[src/rtl/vga_sync_rx.sv]
// vga_sync_rx: recovers pixel coordinates and frame lock from VGA sync timing, with a status register bus
module vga_sync_rx #(
    parameter int CD          = 12,
    parameter int HD          = 640,
    parameter int HF          = 16,
    parameter int HB          = 48,
    parameter int HR          = 96,
    parameter int VD          = 480,
    parameter int VF          = 10,
    parameter int VB          = 33,
    parameter int VR          = 2,
    parameter int LOCK_FRAMES = 2,
    parameter int AddrWidth   = 32,
    parameter int DataWidth   = 32
) (
    input  logic                 clk,
    input  logic                 reset,
    input  logic                 tick,
    input  logic                 hsync,
    input  logic                 vsync,
    input  logic [CD-1:0]        rgb,
    output logic                 px_valid,
    output logic [10:0]          px_x,
    output logic [10:0]          px_y,
    output logic [CD-1:0]        px_rgb,
    output logic                 frame_start,
    output logic                 locked,
    input  logic                 device_req_i,
    input  logic [AddrWidth-1:0] device_addr_i,
    input  logic                 device_we_i,
    input  logic [3:0]           device_be_i,
    input  logic [DataWidth-1:0] device_wdata_i,
    output logic                 device_rvalid_o,
    output logic [DataWidth-1:0] device_rdata_o
);
    typedef enum logic [1:0] {SEARCH = 2'd0, VERIFY = 2'd1, LOCKED = 2'd2} state_t;

    localparam logic [10:0] HT   = 11'(HD + HF + HB + HR);
    localparam logic [10:0] VT   = 11'(VD + VF + VB + VR);
    localparam logic [10:0] HOFF = 11'(HR + HB);
    localparam logic [10:0] VOFF = 11'(VR + VB);
    localparam logic [10:0] HMAX = 11'h7ff;
    localparam logic [7:0]  GOOD = 8'(LOCK_FRAMES);

    state_t               state;
    logic                 hs_d, vs_d, hbad, err;
    logic [10:0]          hcnt, vcnt, h_period, v_lines;
    logic [7:0]           good;
    logic [31:0]          frame_cnt;
    logic                 hs_fall, vs_fall, sat, h_bad_now, frame_ok, err_set, err_clr, pix;
    logic [10:0]          h_new, v_new, x, y;
    logic [1:0]           sel;
    logic [DataWidth-1:0] rd;
    logic                 unused_bus;

    assign hs_fall   = tick & hs_d & ~hsync;
    assign vs_fall   = tick & vs_d & ~vsync;
    // A falling hsync ends saturation, so it never counts as a saturated tick
    assign sat       = tick & ~hs_fall & (hcnt == HMAX);
    assign h_new     = hcnt + 11'd1;
    assign v_new     = hs_fall ? vcnt + 11'd1 : vcnt;
    assign h_bad_now = hs_fall & (h_new != HT);
    assign frame_ok  = ~hbad & ~h_bad_now & (v_new == VT);
    assign x         = hcnt - HOFF;
    assign y         = vcnt - VOFF;
    assign pix       = tick & locked & (x < 11'(HD)) & (y < 11'(VD));
    assign err_set   = (state == LOCKED) & (h_bad_now | (vs_fall & (v_new != VT)) | sat);
    assign sel       = device_addr_i[3:2];
    assign err_clr   = device_req_i & device_we_i & (sel == 2'd0) & device_be_i[0] & device_wdata_i[2];
    assign rd        = sel == 2'd0 ? DataWidth'({err, 2'(state)}) :
                       sel == 2'd1 ? DataWidth'(h_period) :
                       sel == 2'd2 ? DataWidth'(v_lines) : DataWidth'(frame_cnt);
    assign unused_bus = ^{device_addr_i[AddrWidth-1:4], device_addr_i[1:0], device_be_i[3:1],
                          device_wdata_i[DataWidth-1:3], device_wdata_i[1:0]};

    // Sync edge history, line/frame counters and the measured periods, all advanced on ticks
    always_ff @(posedge clk) begin
        if (reset) begin
            hs_d     <= 1'b1;
            vs_d     <= 1'b1;
            hcnt     <= '0;
            vcnt     <= '0;
            h_period <= '0;
            v_lines  <= '0;
            hbad     <= 1'b0;
        end else if (tick) begin
            hs_d     <= hsync;
            vs_d     <= vsync;
            hcnt     <= hs_fall ? '0 : (hcnt == HMAX ? hcnt : h_new);
            h_period <= hs_fall ? h_new : h_period;
            vcnt     <= vs_fall ? '0 : v_new;
            v_lines  <= vs_fall ? v_new : v_lines;
            hbad     <= vs_fall ? 1'b0 : hbad | h_bad_now;
        end
    end

    // Lock FSM with registered locked/frame_start and the locked-frame counter
    always_ff @(posedge clk) begin
        if (reset) begin
            state       <= SEARCH;
            locked      <= 1'b0;
            good        <= '0;
            frame_cnt   <= '0;
            frame_start <= 1'b0;
        end else begin
            frame_start <= vs_fall & (state == LOCKED);
            frame_cnt   <= (vs_fall & (state == LOCKED)) ? frame_cnt + 32'd1 : frame_cnt;
            if (sat | err_set) begin
                state  <= SEARCH;
                locked <= 1'b0;
            end else if (vs_fall) begin
                if (state == SEARCH) begin
                    state <= VERIFY;
                    good  <= '0;
                end else if (state == VERIFY) begin
                    if (!frame_ok) begin
                        state <= SEARCH;
                    end else if (good + 8'd1 == GOOD) begin
                        state  <= LOCKED;
                        locked <= 1'b1;
                    end else begin
                        good <= good + 8'd1;
                    end
                end
            end
        end
    end

    // Sticky error flag; a simultaneous set overrides a bus clear
    always_ff @(posedge clk) begin
        if (reset) begin
            err <= 1'b0;
        end else begin
            err <= err_set ? 1'b1 : (err_clr ? 1'b0 : err);
        end
    end

    // Recovered pixel output, one clk after the sampling tick
    always_ff @(posedge clk) begin
        if (reset) begin
            px_valid <= 1'b0;
            px_x     <= '0;
            px_y     <= '0;
            px_rgb   <= '0;
        end else begin
            px_valid <= pix;
            px_x     <= pix ? x : px_x;
            px_y     <= pix ? y : px_y;
            px_rgb   <= pix ? rgb : px_rgb;
        end
    end

    // Bus response: every request is answered one clk later with the addressed register
    always_ff @(posedge clk) begin
        if (reset) begin
            device_rvalid_o <= 1'b0;
            device_rdata_o  <= '0;
        end else begin
            device_rvalid_o <= device_req_i;
            device_rdata_o  <= device_req_i ? rd : '0;
        end
    end
endmodule

[config.mk]
export PLATFORM = sky130hd
export DESIGN_NAME = vga_sync_rx
export DESIGN_NICKNAME = d
export VERILOG_FILES = /design/src/rtl/vga_sync_rx.sv
export SDC_FILE = /design/constraint.sdc
export NUM_CORES = 1
export LEC_CHECK = 0
export ABC_AREA = 1
export CORE_MARGIN = 10
export CORE_UTILIZATION = 30
export DETAILED_ROUTE_END_ITERATION = 8
export PLACE_DENSITY = 0.55
export SETUP_SLACK_MARGIN = 0.15
export SLEW_MARGIN = 20
export SYNTH_ARGS = -nofsm -noshare
export SYNTH_HDL_FRONTEND = slang
export SYNTH_SLANG_ARGS = --single-unit
[constraint.sdc]
create_clock -name clk -period 3.7 [get_ports clk]
set_input_delay 0.37 -clock clk [delete_from_list [all_inputs] [get_ports clk]]
set_output_delay 0.37 -clock clk [all_outputs]
set_load 0.005 [all_outputs]
==> metrics.txt <==
Starting Density=30.44%; Final Hold Fails=0; Starting DRT DRC Count=372; initial antenna violation count=0; FP Rows=57; Final setup viols=0; antenna-violating nets left=0; Slew HR=42.07%; Period Utilization, post-route=71.21%; reg2reg end=state[1]$_SDFFE_PP0P_; crit path kind=input port to register; Simple-Gate Fraction of Synth Area=30.59%; Pre-antenna DRT Iters=7; Final Core Density=37.99%; syn_nets=1106; CP Cell Sequence=clkdlybuf4s50_1, nand2_1, nor2_4, o21ai_0, nor3_1, nand3_1, nor4_1, nand2_1, a21oi_1; GRT Total Usage=12.21%; cell mode on critical path=nand2_1; critical path peak fanout=12; Max stage delay on crit path=790 ps; arrival time worst endpoint=3000 ps; Total Power=3.848 mW; vias in the first global route=6148; cell count after synthesis=1011; most common cell in the synthesized netlist=nand2_1; EDFF count, synth=0; Clock Skew=9.934 ps; synth unique cells=48; Hold Buf Count CTS=0; Residual DRC=0; number of buffers and inverters on the critical path=1; DRT Wirelength=18990 µm; post-synth top area cell=dfxtp_1; largest net degree at the start of global routing=57; Yosys reg bits=160; GRT overflow=0; dominant synthesized flop cell=dfxtp_1; first-pass GRT wire length=30860 µm; mux contribution to synthesized area=0%; crit path launch=tick; Clock Tree Root=clkbuf_16; share of layout cells above drive strength 1=9.829%; Final Wtd Congestion=0.8431; CTS Buf Count=17; CP endpoint=state[1]$_SDFFE_PP0P_; CP delay by family, top=simple AND/OR/NAND/NOR gates; post-layout minimum cycle time=2635 ps; die area=31280 µm²; fillers=2589; Vias=6440; Synth top area share=43.39%; Levels on crit path=9; die height=176.9 µm; Cell Pwr Density=417.7 nW/µm²; DR WL/cell=13.25 µm; Post-Synth XOR/XNOR Area=2.492%; dominant cells by area after synthesis=dfxtp_1, nand2_1, nor2_1; Longest Clk Path Bufs=2; worst vdd ir=0.0001770 V; post-DP HPWL=13980 µm; Ports=157; FF-to-FF setup slack=1170 ps; Worst setup EP type=register; CTS tree=built; Slew @ Worst Pin=865.7 ps; Cell Area, Synth=7382 µm²; CP startpoint kind=input port; area growth from synthesis to layout=24.78%; Die W=176.9 µm; CP required=4060 ps; Final Max Slew Viols=0; commonest cells in the synthesized netlist=nand2_1, nor2_1, dfxtp_1; Setup TNS=0 ps; RSZ-0062 raised after global routing=false; NumNets Final=1191; Post-Synth Adder-Cell Area=1.356%; Mean Syn Cell Area=7.302 µm²; HP Class=input port to register; Clock Sinks=160; status=completed; clock latency on the worst-skew pair=430 ps; DR vias/cell=4.494; total of max-cap violations=0; Worst path slowest cell=clkdlybuf4s50_1; Worst-path clk slew=70 ps; main combinational cell family by area after synthesis=simple AND/OR/NAND/NOR gates; reg2reg start=hcnt[0]$_SDFFE_PP0P_; antenna diode count=0; cells on worst reg2reg path=11; post-CTS setup repair buffer count=0; Post-CTS Resized=0; Min Hold Slack=245.9 ps; Yosys Warn Count=0; Port Buf Inserts=92; Max Fclk=0.3795 GHz; register area share after synthesis=43.39%; H-tree depth=4; leak pwr=3.559 nW; min-delay src=reset; FFs w/ async S/R, synth=0%; post-synthesis compound-gate area fraction=13.02%; Core ar.=24250 µm²
-- area by class of cell --
| cell class | instances | area [µm²] | share of cell area, % |
|---|---|---|---|
| Inverter | 129 | 485.5 | 5.270 |
| Multi-Input combinational cell | 686 | 3503 | 38.03 |
| Timing Repair Buffer | 102 | 1003 | 10.89 |
| Clock buffer | 18 | 429.2 | 4.659 |
| Sequential cell | 160 | 3203 | 34.77 |
| Tap cell | 324 | 405.4 | 4.401 |
| Clock inverter | 14 | 181.4 | 1.970 |
-- per-layer routing --
layer  vias to the layer above  share of wire [%]  track usage (%)
met5                         -                  0                0
li1                       3410                  -                -
met1                      2926                 46            14.32
met3                        15                4.1            2.838
met2                        89                 49            21.59
met4                         0                1.0            3.713
-- state kept, by name, indices dropped and copies added (netlist names), 2 cells and up --
register / flops
state: 2
hcnt: 11
device_rdata_o: 32
px_x: 11
vcnt: 11
good: 8
px_rgb: 12
px_y: 11
v_lines: 11
frame_cnt: 32
h_period: 11
-- worst min path at each step --
stage                                    endpoint  slack, ps  depth (start not counted)
finish                 device_rvalid_o$_SDFF_PP0_        250                          2
floorplan           device_rdata_o[31]$_SDFF_PP0_        430                          2
global placement            px_x[10]$_SDFFE_PP0P_        430                          2
global route           device_rvalid_o$_SDFF_PP0_        270                          2
CTS                    device_rvalid_o$_SDFF_PP0_        240                          2
detailed placement           px_y[9]$_SDFFE_PP0P_        430                          2
-- power by group --
part / internal [mW] / total [mW] / leakage [nW] / switching, mW
registers: 1.75 / 1.78 / 1.30 / 0.0230
logic: 0.0855 / 0.226 / 1.98 / 0.140
clock network: 1.07 / 1.84 / 0.283 / 0.770
total: 2.91 / 3.85 / 3.56 / 0.934
-- kinds of logic after synthesis --
kind of cell    Yosys count
simple gates            472
compound gates          185
fa+ha+maj                 8
flops                   160
xor+xnor                 21
buf+inv                 165
-- stage by stage --
| stage | worst slack [ps] | std cells | instance area [µm²] |
|---|---|---|---|
| after floorplan | 1700 | 1011 | 7382 |
| after global placement | 659.3 | 1401 | 8601 |
| after detailed placement | 613.2 | 1401 | 8601 |
| after CTS | 1062 | 1433 | 9211 |
| after global routing | 821.4 | 1433 | 9211 |
| final | 1065 | 1433 | 9211 |
-- placed cells by master, fill, tap and decap left out, types with 12 or more instances in the layout --
cell	instances
nand2_1	166
nor2_1	164
dfxtp_1	160
inv_1	118
clkdlybuf4s50_1	91
o21ai_0	90
a21oi_1	75
nand3_1	40
nor3_1	26
xor2_1	20
clkbuf_16	17
nand4_1	12
Note: power is estimated with default switching activity, not from simulation.
